==> config.mk <==
export PLATFORM = sky130hd
export DESIGN_NAME = core_mem_arb
export DESIGN_NICKNAME = d
export VERILOG_FILES = /design/src/rtl/core_mem_arb_pkg.sv /design/src/rtl/core_mem_arb.sv
export SDC_FILE = /design/constraint.sdc
export NUM_CORES = 1
export LEC_CHECK = 0
export CAP_MARGIN = 10
export CORE_AREA = 2 2 106 108
export DETAILED_ROUTE_END_ITERATION = 8
export DIE_AREA = 0 0 108 110
export GPL_TIMING_DRIVEN = 0
export MAX_ROUTING_LAYER = met4
export PLACE_DENSITY = 0.64
export SLEW_MARGIN = 25
export SYNTH_ARGS = -nofsm -noshare
export SYNTH_HDL_FRONTEND = slang
export SYNTH_SLANG_ARGS = --single-unit
==> constraint.sdc <==
create_clock -name clk -period 2.7 [get_ports clk]
set_input_delay 0.405 -clock clk [delete_from_list [all_inputs] [get_ports clk]]
set_output_delay 0.405 -clock clk [all_outputs]
set_load 0.05 [all_outputs]
==> src/rtl/core_mem_arb_pkg.sv <==
// Shared definitions for the core memory arbiter: read-owner encoding and
// the default fetch-starvation limit.
// Contents: owner_e (NONE/IF/DM), STARVE_LIMIT_DEF.
package core_mem_arb_pkg;

  // Which port receives the read data returned one cycle after a grant.
  typedef enum logic [1:0] {
    OWN_NONE = 2'd0,
    OWN_IF   = 2'd1,
    OWN_DM   = 2'd2
  } owner_e;

  // Maximum consecutive data-port grants while a fetch request waits.
  localparam int STARVE_LIMIT_DEF = 4;

endpackage

==> src/rtl/core_mem_arb.sv <==
// Purpose: arbitrates a fetch port and a data port onto one single-port memory.
// Latency: grant is combinational in the request cycle; read data returns one cycle later.
// Backpressure: a losing request is simply not granted and must be held; the data
//   port wins by default, the fetch port wins after STARVE_LIMIT data grants.
// Ports:
//   clk, rst                    - clock, synchronous active-high reset
//   if_req/if_addr/if_gnt       - fetch request, byte address, accept
//   if_rvalid/if_rdata          - fetch read return
//   dm_req/dm_addr/dm_wen/dm_wdata/dm_gnt - data request (dm_wen=0 is a load), accept
//   dm_rvalid/dm_rdata          - data load return
//   mem_en/mem_addr/mem_wen/mem_wdata/mem_rdata - single-port memory interface
module core_mem_arb
  import core_mem_arb_pkg::*;
#(
  parameter int STARVE_LIMIT = STARVE_LIMIT_DEF
) (
  input  logic        clk,
  input  logic        rst,
  input  logic        if_req,
  input  logic [31:0] if_addr,
  output logic        if_gnt,
  output logic        if_rvalid,
  output logic [31:0] if_rdata,
  input  logic        dm_req,
  input  logic [31:0] dm_addr,
  input  logic [3:0]  dm_wen,
  input  logic [31:0] dm_wdata,
  output logic        dm_gnt,
  output logic        dm_rvalid,
  output logic [31:0] dm_rdata,
  output logic        mem_en,
  output logic [31:0] mem_addr,
  output logic [3:0]  mem_wen,
  output logic [31:0] mem_wdata,
  input  logic [31:0] mem_rdata
);

  localparam int CW = $clog2(STARVE_LIMIT + 1);
  localparam logic [CW-1:0] LIMIT = CW'(STARVE_LIMIT);

  owner_e        owner, owner_nxt;
  logic [CW-1:0] starve_cnt, starve_cnt_nxt;
  logic          fetch_due;

  // Memory words are addressed on 4-byte boundaries; the low address bits
  // carry no information for this block.
  logic unused_addr_bits;
  assign unused_addr_bits = ^{if_addr[1:0], dm_addr[1:0]};

  assign fetch_due = (starve_cnt == LIMIT);

  // Grant and memory command. Fetch wins only when the data port is idle or
  // the fetch port has waited through STARVE_LIMIT data grants.
  always_comb begin
    if_gnt    = 1'b0;
    dm_gnt    = 1'b0;
    mem_en    = 1'b0;
    mem_addr  = '0;
    mem_wen   = '0;
    mem_wdata = '0;
    if (!rst) begin
      if (if_req && (fetch_due || !dm_req)) begin
        if_gnt   = 1'b1;
        mem_en   = 1'b1;
        mem_addr = {if_addr[31:2], 2'b00};
      end else if (dm_req) begin
        dm_gnt    = 1'b1;
        mem_en    = 1'b1;
        mem_addr  = {dm_addr[31:2], 2'b00};
        mem_wen   = dm_wen;
        mem_wdata = dm_wdata;
      end
    end
  end

  // Next owner and starvation count.
  always_comb begin
    owner_nxt      = OWN_NONE;
    starve_cnt_nxt = starve_cnt;
    if (if_gnt || !if_req) begin
      starve_cnt_nxt = '0;
    end else if (dm_gnt && !fetch_due) begin
      starve_cnt_nxt = starve_cnt + CW'(1);
    end
    if (if_gnt) begin
      owner_nxt = OWN_IF;
    end else if (dm_gnt && (dm_wen == 4'b0000)) begin
      owner_nxt = OWN_DM;
    end
  end

  always_ff @(posedge clk) begin
    if (rst) begin
      owner      <= OWN_NONE;
      starve_cnt <= '0;
    end else begin
      owner      <= owner_nxt;
      starve_cnt <= starve_cnt_nxt;
    end
  end

  // Returns are suppressed while rst is high so a read granted just before
  // reset never surfaces.
  assign if_rvalid = !rst && (owner == OWN_IF);
  assign dm_rvalid = !rst && (owner == OWN_DM);
  assign if_rdata  = if_rvalid ? mem_rdata : '0;
  assign dm_rdata  = dm_rvalid ? mem_rdata : '0;

endmodule

==> results of run 1 <==
[synth_stat cells, types with 5 or more instances]
library cell | number | area share
and2_1 | 64 | 0.19
and3_1 | 36 | 0.11
buf_4 | 5 | 0.018
buf_6 | 22 | 0.12
clkbuf_1 | 7 | 0.013
dfxtp_1 | 5 | 0.048
nand3b_1 | 59 | 0.21
nor2_1 | 5 | 0.0091
o22ai_2 | 28 | 0.17
[flip-flops by register name (all words and copies together) (netlist names)]
name,flops
owner,2
starve_cnt,3
[stage by stage]
step	TNS [ns]	power (uW)	setup slack (ns)	instances
after global placement	-20.39	795	-0.248	662
after CTS	0	903	0.000797	666
after detailed placement	-22.79	800	-0.277	662
after global routing	0	939	0.00302	667
final	0	895	0.0829	667
after floorplan	0	460	0.121	258
[final timing paths]
check	from	to	slack, ns	cells past startpoint
setup reg to reg	starve_cnt[0]	owner[0]	1.27	5
setup / recovery	rst	mem_addr[2]	0.08	6
hold / removal	starve_cnt[0]	starve_cnt[0]	0.47	1
hold reg to reg	starve_cnt[0]	starve_cnt[0]	0.47	1
[area by class of cell]
type | count | share of cell area
multi-input combinational | 214 | 0.348
inverter | 2 | 0.00159
clock buffer | 4 | 0.00952
timing repair buffer | 265 | 0.515
tap | 140 | 0.0370
sequential | 5 | 0.0212
buffer | 37 | 0.0685
[repair_timing]
action | in CTS | in global routing
setup endpoints to repair | 128 | 72
resized for setup | 129 | 78
setup buffers | 0 | 1
pin swaps | 0 | 1
[cell families after synthesis]
| logic type | share of synthesized area |
|---|---|
| AOI/OAI and AO/OA | 0.186 |
| adders and majority gates | 0.0121 |
| buffers and inverters | 0.160 |
| DFF | 0.0483 |
| other | 0.00181 |
| and+or+nand+nor | 0.591 |
[where the power goes]
part	switching, uW	leakage, uW	total, uW	internal [uW]
combinational	366	0.00235	681	315
clock	35.7	0.0000228	137	101
sequential	1.40	0.0000406	77.3	75.9
total	403	0.00241	895	492
[routing by layer]
metal  routed length (um)  GRT usage  up-vias
met3                  891     0.0359        4
li1                     -          -     1446
met5                    0          -        -
met4                   44     0.0183        0
met1                 4180      0.187     1337
met2                 5440      0.318      144
==> metrics.txt, run 1 <==
outcome finished clean; Max-Cap Viols 0; final cycle utilization of the critical path 0.969; cts bufs inserted 3; Max Root-Sink Buffers 2; site row count 38; antenna cells 0; utilization after layout 0.442; max-slew violation count 0; CTS clk-pin slew, worst paths 0.03 ns; DR vias 2931; area of the multi-input gates 1650 um^2; chip height 110 um; Setup crit start kind input pin; vias in the first global route 2994; Crit path max-delay family buffers and inverters; CP max stage delay 0.56 ns; Crit Path Max Fanout 10; register area share after synthesis 0.0483; min Tclk post-route 2.62 ns; DRT Pass-1 Iters 6; peak supply drop 136 uV; fin area 4730 um^2; RSZ-0062 raised after global routing false; antenna viol nets, final 0; WL/cell 15.8 um; Clock Skew 0.00116 ns; all-layer global routing usage 0.168; crit end category output port; H-tree depth 1; power density over the cells 189 nW/um^2; Die Wd 108 um; Post-DP Area 4890 um^2; initial drt markers 103; number of hold violations in the final report 0; Yosys reg bits 5; share of layout cells above drive strength 1 0.176; antenna violations before repair 0; worst hold-check path type reg -> reg; cell mode on critical path buf_6; Synth Warn # 0; Die ar. 11900 um^2; commonest non-fill, non-tap cell in the layout clkdlybuf4s50_1; worst path arrival time 2.21 ns; EDFF count, synth 0; Syn Area/Cell 8.07 um^2; clock latency on the worst-skew pair 0.22 ns; CTS tree built; Critical Path Slowest Stage Cell clkdlybuf4s50_1; WL final 10600 um; drt via density 4.39; Critical Path RT 2.30 ns; synthesized netlist cell count 257; first-pass GRT wire length 15600 um; Least-Margin Pin Slew 0.553 ns; area of the core 10700 um^2; FFs w/ async S/R, synth 0; # setup viols final 0; Root Buffer clkbuf_8; Hold WS 0.468 ns; Fillers 1143; Netlist Area Pre-Place 2070 um^2; # clock sinks 5; flip-flop and latch area 100 um^2; # DRC 0; cts hold-fix bufs 0; max frequency 382 MHz; GPL Wtd Cong 0.774; I/O pins 273; post-detail-place hpwl 8900 um; port bufs 264; Bufs and invs on worst path 4; Slew HR 0.633; largest net degree at the start of global routing 11; Nets 666; Yosys cell types 29; Initial Util 0.194; CP Cell Sequence clkdlybuf4s50_1 > buf_6 > buf_6 > nand3b_1 > o22ai_2 > dlygate4sd2_1; P&R area growth vs syn 128%; leak pwr 0.00241 uW; global route total overflow 0; commonest non-fill, non-tap cells in the layout clkdlybuf4s50_1, dlygate4sd2_1, and2_1; Setup Crit Path Kind in -> out; main flop type after synthesis dfxtp_1
(Power assumes the default switching activity.)
==> run 2: changes to the inputs <==
--- a/config.mk
+++ b/config.mk
@@ -12,6 +12,7 @@
 export GPL_TIMING_DRIVEN = 0
 export MAX_ROUTING_LAYER = met4
 export PLACE_DENSITY = 0.64
+export SKIP_CTS_REPAIR_TIMING = 1
 export SLEW_MARGIN = 25
 export SYNTH_ARGS = -nofsm -noshare
 export SYNTH_HDL_FRONTEND = slang
==> run 2 against run 1 <==
  * Core utilization grew 5.1 points
  * Clock skew is essentially flat
  * Wire length grew 3.2%
  * Via count grew 0.99%
  * Total power grew 3.8%
  * Critical endpoint is now dm_rdata[9]
  * Highest routed layer unchanged
==> metrics.txt, run 2 (same netlist as run 1, synthesis figures left out) <==
drt via density 4.44 (+1.1%); Hold WS 0.466 ns (-0.00133 ns); share of layout cells above drive strength 1 0.125 (-0.0510); port bufs 264 (unchanged); site row count 38 (unchanged); commonest non-fill, non-tap cell in the layout dlymetal6s2s_1; GPL Wtd Cong 0.774 (unchanged); crit end category output port; Max Root-Sink Buffers 2 (unchanged); peak supply drop 130 uV (-4.8%); P&R area growth vs syn 155%; antenna viol nets, final 0 (unchanged); area of the core 10700 um^2 (unchanged); Slew HR 0.620 (-0.0121); CP max stage delay 0.56 ns (about the same); H-tree depth 1 (unchanged); commonest non-fill, non-tap cells in the layout dlymetal6s2s_1, clkdlybuf4s50_1, and2_1; RSZ-0062 raised after global routing false; # clock sinks 5 (unchanged); CTS clk-pin slew, worst paths 0.03 ns (about the same); antenna cells 0 (unchanged); outcome finished clean; # DRC 0 (unchanged); Die ar. 11900 um^2 (unchanged); global route total overflow 0 (unchanged); min Tclk post-route 2.56 ns (-0.0599 ns); Post-DP Area 4890 um^2 (unchanged); Crit path max-delay family buffers and inverters; WL final 10900 um (+3.2%); leak pwr 0.00421 uW (+75%); Bufs and invs on worst path 3 (-1); Power, Total 929 uW (+3.8%); Crit Path Max Fanout 10 (unchanged); post-detail-place hpwl 8900 um (unchanged); DRT Pass-1 Iters 5 (-1); routed wl met3 939 um (+5.4%); TNS Setup 0 ns (unchanged); DR vias 2960 (+0.99%); CTS tree built; final cycle utilization of the critical path 0.947 (-0.0222); Critical Path Slowest Stage Cell clkdlybuf4s50_1; worst path arrival time 2.15 ns (-0.06 ns); Setup Crit Path Kind in -> out; number of hold violations in the final report 0 (unchanged); clock latency on the worst-skew pair 0.22 ns (about the same); biggest regs starve_cnt (3), owner (2); antenna violations before repair 0 (unchanged); cts bufs inserted 3 (unchanged); worst hold-check path type reg -> reg; Least-Margin Pin Slew 0.568 ns (+0.0150 ns); Root Buffer clkbuf_8; met2 WL 5630 um (+3.5%); I/O pins 273 (unchanged); Most flops, register starve_cnt; max-slew violation count 0 (unchanged); number of instances in the placed design 662 (unchanged); first-pass GRT wire length 15500 um (-0.84%); Clock Skew 0.00163 ns (+0.000471 ns); largest net degree at the start of global routing 11 (unchanged); max reg flops 3 (unchanged); chip height 110 um (unchanged); initial drt markers 106 (+2.9%); Setup crit start kind input pin; Max-Cap Viols 0 (unchanged); WL/cell 16.4 um (+3.4%); Nets 665 (-0.15%); Die Wd 108 um (unchanged); Non-Filler Instances 666 (-0.15%); vias in the first global route 2950 (-1.5%); Initial Util 0.194 (unchanged); fin area 5280 um^2 (+12%); Top Layer Used met4; # setup viols final 0 (unchanged); power density over the cells 176 nW/um^2 (-6.9%); max frequency 391 MHz (+2.3%); Critical Path RT 2.30 ns (about the same); all-layer global routing usage 0.166 (-0.00140); CP Cell Sequence clkdlybuf4s50_1 > nor3b_4 > buf_6 > and2_1 > dlymetal6s2s_1; M1 WL 4290 um (+2.7%)
## run 2: cell type report
class,instances,area [um^2]
Tap cell,140,175
Fill cell,1037,5420
Sequential cell,5,100
Buffer,37,324
Multi-Input combinational cell,214,1650
Inverter,2,7.51
Clock buffer,4,45.0
Timing Repair Buffer,264,2980
## run 2: through the flow
stage / util / worst slack, ns
final: 0.493 / 0.143
after floorplan: - / 0.121
after detailed placement: 0.458 / -0.277
after global routing: 0.493 / 0.0108
after global placement: 0.458 / -0.248
after CTS: 0.462 / -0.295
## run 2: worst paths after layout
path	start	end	slack (ns)	cells after the start
worst max-delay path	rst	dm_rdata[9]	0.14	5
worst min register to register	starve_cnt[0]	starve_cnt[0]	0.47	1
worst min-delay path	starve_cnt[0]	starve_cnt[0]	0.47	1
worst max register to register	starve_cnt[0]	owner[0]	1.27	5
## run 2: per-layer routing
metal,up-vias,global-route usage
met5,-,-
li1,1444,-
met4,0,0.0147
met3,4,0.0359
met1,1363,0.186
met2,149,0.315
## run 2: where the power goes
group	total (uW)	internal [uW]	switching (uW)	leakage (uW)
sequential	77.3	75.9	1.40	0.0000406
clock	138	101	36.6	0.0000228
combinational	713	346	367	0.00415
total	929	524	405	0.00421
==> run 3: changes to the inputs <==
--- a/config.mk
+++ b/config.mk
@@ -6,12 +6,13 @@
 export NUM_CORES = 1
 export LEC_CHECK = 0
 export CAP_MARGIN = 10
-export CORE_AREA = 2 2 106 108
+export CORE_ASPECT_RATIO = 2
+export CORE_MARGIN = 10
+export CORE_UTILIZATION = 28
 export DETAILED_ROUTE_END_ITERATION = 8
-export DIE_AREA = 0 0 108 110
 export GPL_TIMING_DRIVEN = 0
 export MAX_ROUTING_LAYER = met4
-export PLACE_DENSITY = 0.64
+export PLACE_DENSITY = 0.88
 export SKIP_CTS_REPAIR_TIMING = 1
 export SLEW_MARGIN = 25
 export SYNTH_ARGS = -nofsm -noshare
==> run 3 against run 2 <==
  * Sequential power hardly changed
  * Critical endpoint is now dm_rdata[30]
  * Die area down 3.6%
  * Cell area shrank 0.50%
  * First-iteration DRC count shrank 26%
==> metrics.txt, run 3 (same netlist as run 1, synthesis figures left out) <==
Max-Cap Viols 0 (unchanged); area of the core 7270 um^2 (-32%); vias in the first global route 3051 (+3.4%); Crit path max-delay family buffers and inverters; Root Buffer clkbuf_16; # setup viols final 0 (unchanged); CTS clk-pin slew, worst paths 0.03 ns (about the same); Die Wd 80.8 um (-25%); first-pass GRT wire length 17300 um (+12%); global route total overflow 0 (unchanged); # clock sinks 5 (unchanged); RSZ-0062 raised after global routing false; final cycle utilization of the critical path 0.952 (+0.00454); antenna cells 0 (unchanged); drt via density 4.86 (+9.3%); Most flops, register starve_cnt; power density over the cells 198 nW/um^2 (+13%); crit end category output port; # DRC 0 (unchanged); Crit Path Max Fanout 10 (unchanged); DRT Pass-1 Iters 4 (-1); site row count 44 (+16%); cts bufs inserted 3 (unchanged); H-tree depth 1 (unchanged); number of hold violations in the final report 0 (unchanged); all-layer global routing usage 0.199 (+0.0325); post-detail-place hpwl 11100 um (+24%); Nets 665 (unchanged); max-slew violation count 0 (unchanged); min Tclk post-route 2.57 ns (+0.0123 ns); Post-DP Area 4830 um^2 (-1.2%); WL final 13200 um (+21%); Least-Margin Pin Slew 0.640 ns (+0.0711 ns); commonest non-fill, non-tap cells in the layout dlymetal6s2s_1, clkdlybuf4s50_1, and2_1; Setup crit start kind input pin; reg-to-reg setup timing slack 1.27 ns (about the same); CP Cell Sequence clkdlybuf4s50_1 > nor3b_4 > buf_6 > and2_1 > dlymetal6s2s_1; fin area 5250 um^2 (-0.50%); Bufs and invs on worst path 3 (unchanged); I/O pins 273 (unchanged); chip height 142 um (+29%); Critical Path Slowest Stage Cell clkdlybuf4s50_1; share of layout cells above drive strength 1 0.125 (unchanged); CP max stage delay 0.56 ns (about the same); Setup Crit Path Kind in -> out; largest net degree at the start of global routing 11 (unchanged); antenna viol nets, final 0 (unchanged); Hold WS 0.475 ns (+0.00870 ns); Initial Util 0.285 (+0.0915); commonest non-fill, non-tap cell in the layout dlymetal6s2s_1; Die ar. 11500 um^2 (-3.6%); FF-to-FF path depth 5 (unchanged); DR vias 3002 (+1.4%); worst path arrival time 2.16 ns (about the same); Fillers 545 (-47%); outcome finished clean; peak supply drop 347 uV (+170%); Slew HR 0.573 (-0.0475); leak pwr 0.00423 uW (+0.37%); max frequency 389 MHz (-0.48%); initial drt markers 78 (-26%); Max Root-Sink Buffers 2 (unchanged); hold-critical path depth 1 (unchanged); clock latency on the worst-skew pair 0.23 ns (about the same); worst hold-check path type reg -> reg; WL/cell 21.3 um (+30%); port bufs 264 (unchanged); P&R area growth vs syn 153%; Levels on crit path 5 (unchanged); Critical Path RT 2.30 ns (about the same); biggest regs starve_cnt (3), owner (2); max reg flops 3 (unchanged); CTS tree built; GPL Wtd Cong 0.966 (+25%); Clock Skew 0.000192 ns (-0.00144 ns); antenna violations before repair 0 (unchanged)
==> run 3: worst paths after layout <==
kind	start	end
max	rst	dm_rdata[30]
max reg2reg	starve_cnt[0]	owner[0]
min reg2reg	starve_cnt[0]	starve_cnt[0]
min	starve_cnt[0]	starve_cnt[0]
==> run 3: per-stage QoR <==
| step | setup slack [ns] | TNS [ns] | utilization | total power [uW] | instances |
|---|---|---|---|---|---|
| final | 0.131 | 0 | 0.723 | 1040 | 618 |
| after floorplan | 0.121 | 0 | - | 460 | 258 |
| after global routing | 0.0304 | 0 | 0.723 | 1080 | 618 |
| after detailed placement | -0.256 | -22.02 | 0.665 | 804 | 614 |
| after global placement | -0.242 | -19.61 | 0.665 | 795 | 614 |
| after CTS | -0.265 | -23.44 | 0.676 | 1050 | 618 |
==> run 3: layout make-up <==
type,count,area [um^2],share of cell area
sequential,5,100,0.0191
tap,92,115,0.0219
timing repair buffer,264,2980,0.568
buffer,37,324,0.0617
clock buffer,4,78.8,0.0150
multi-input combinational,214,1650,0.313
inverter,2,7.51,0.00143
==> run 3: worst register-to-register path, delay by kind of cell (launching register included) <==
| kind | cells | cell delay (ns) |
|---|---|---|
| flip-flops | 1 | 0.36 |
| AND/OR/NAND/NOR | 1 | 0.07 |
| AO/OA/AOI/OAI | 1 | 0.30 |
| buffers and inverters | 2 | 0.33 |
| adder cells (fa/ha/maj) | 1 | 0.26 |
==> run 3: metal layers <==
| layer | global-route usage | part of all wire | vias to the layer above |
|---|---|---|---|
| met5 | - | 0 | - |
| met4 | 0.0706 | 0.040 | 0 |
| met3 | 0.0475 | 0.078 | 34 |
| met2 | 0.381 | 0.53 | 198 |
| met1 | 0.179 | 0.35 | 1328 |
| li1 | - | - | 1442 |
==> run 3: report_power, final <==
part | switching (uW) | leakage, uW | internal (uW) | total, uW
combinational | 374 | 0.00415 | 347 | 720
clock | 47.7 | 0.0000382 | 196 | 243
sequential | 1.42 | 0.0000406 | 75.9 | 77.4
total | 423 | 0.00423 | 618 | 1040
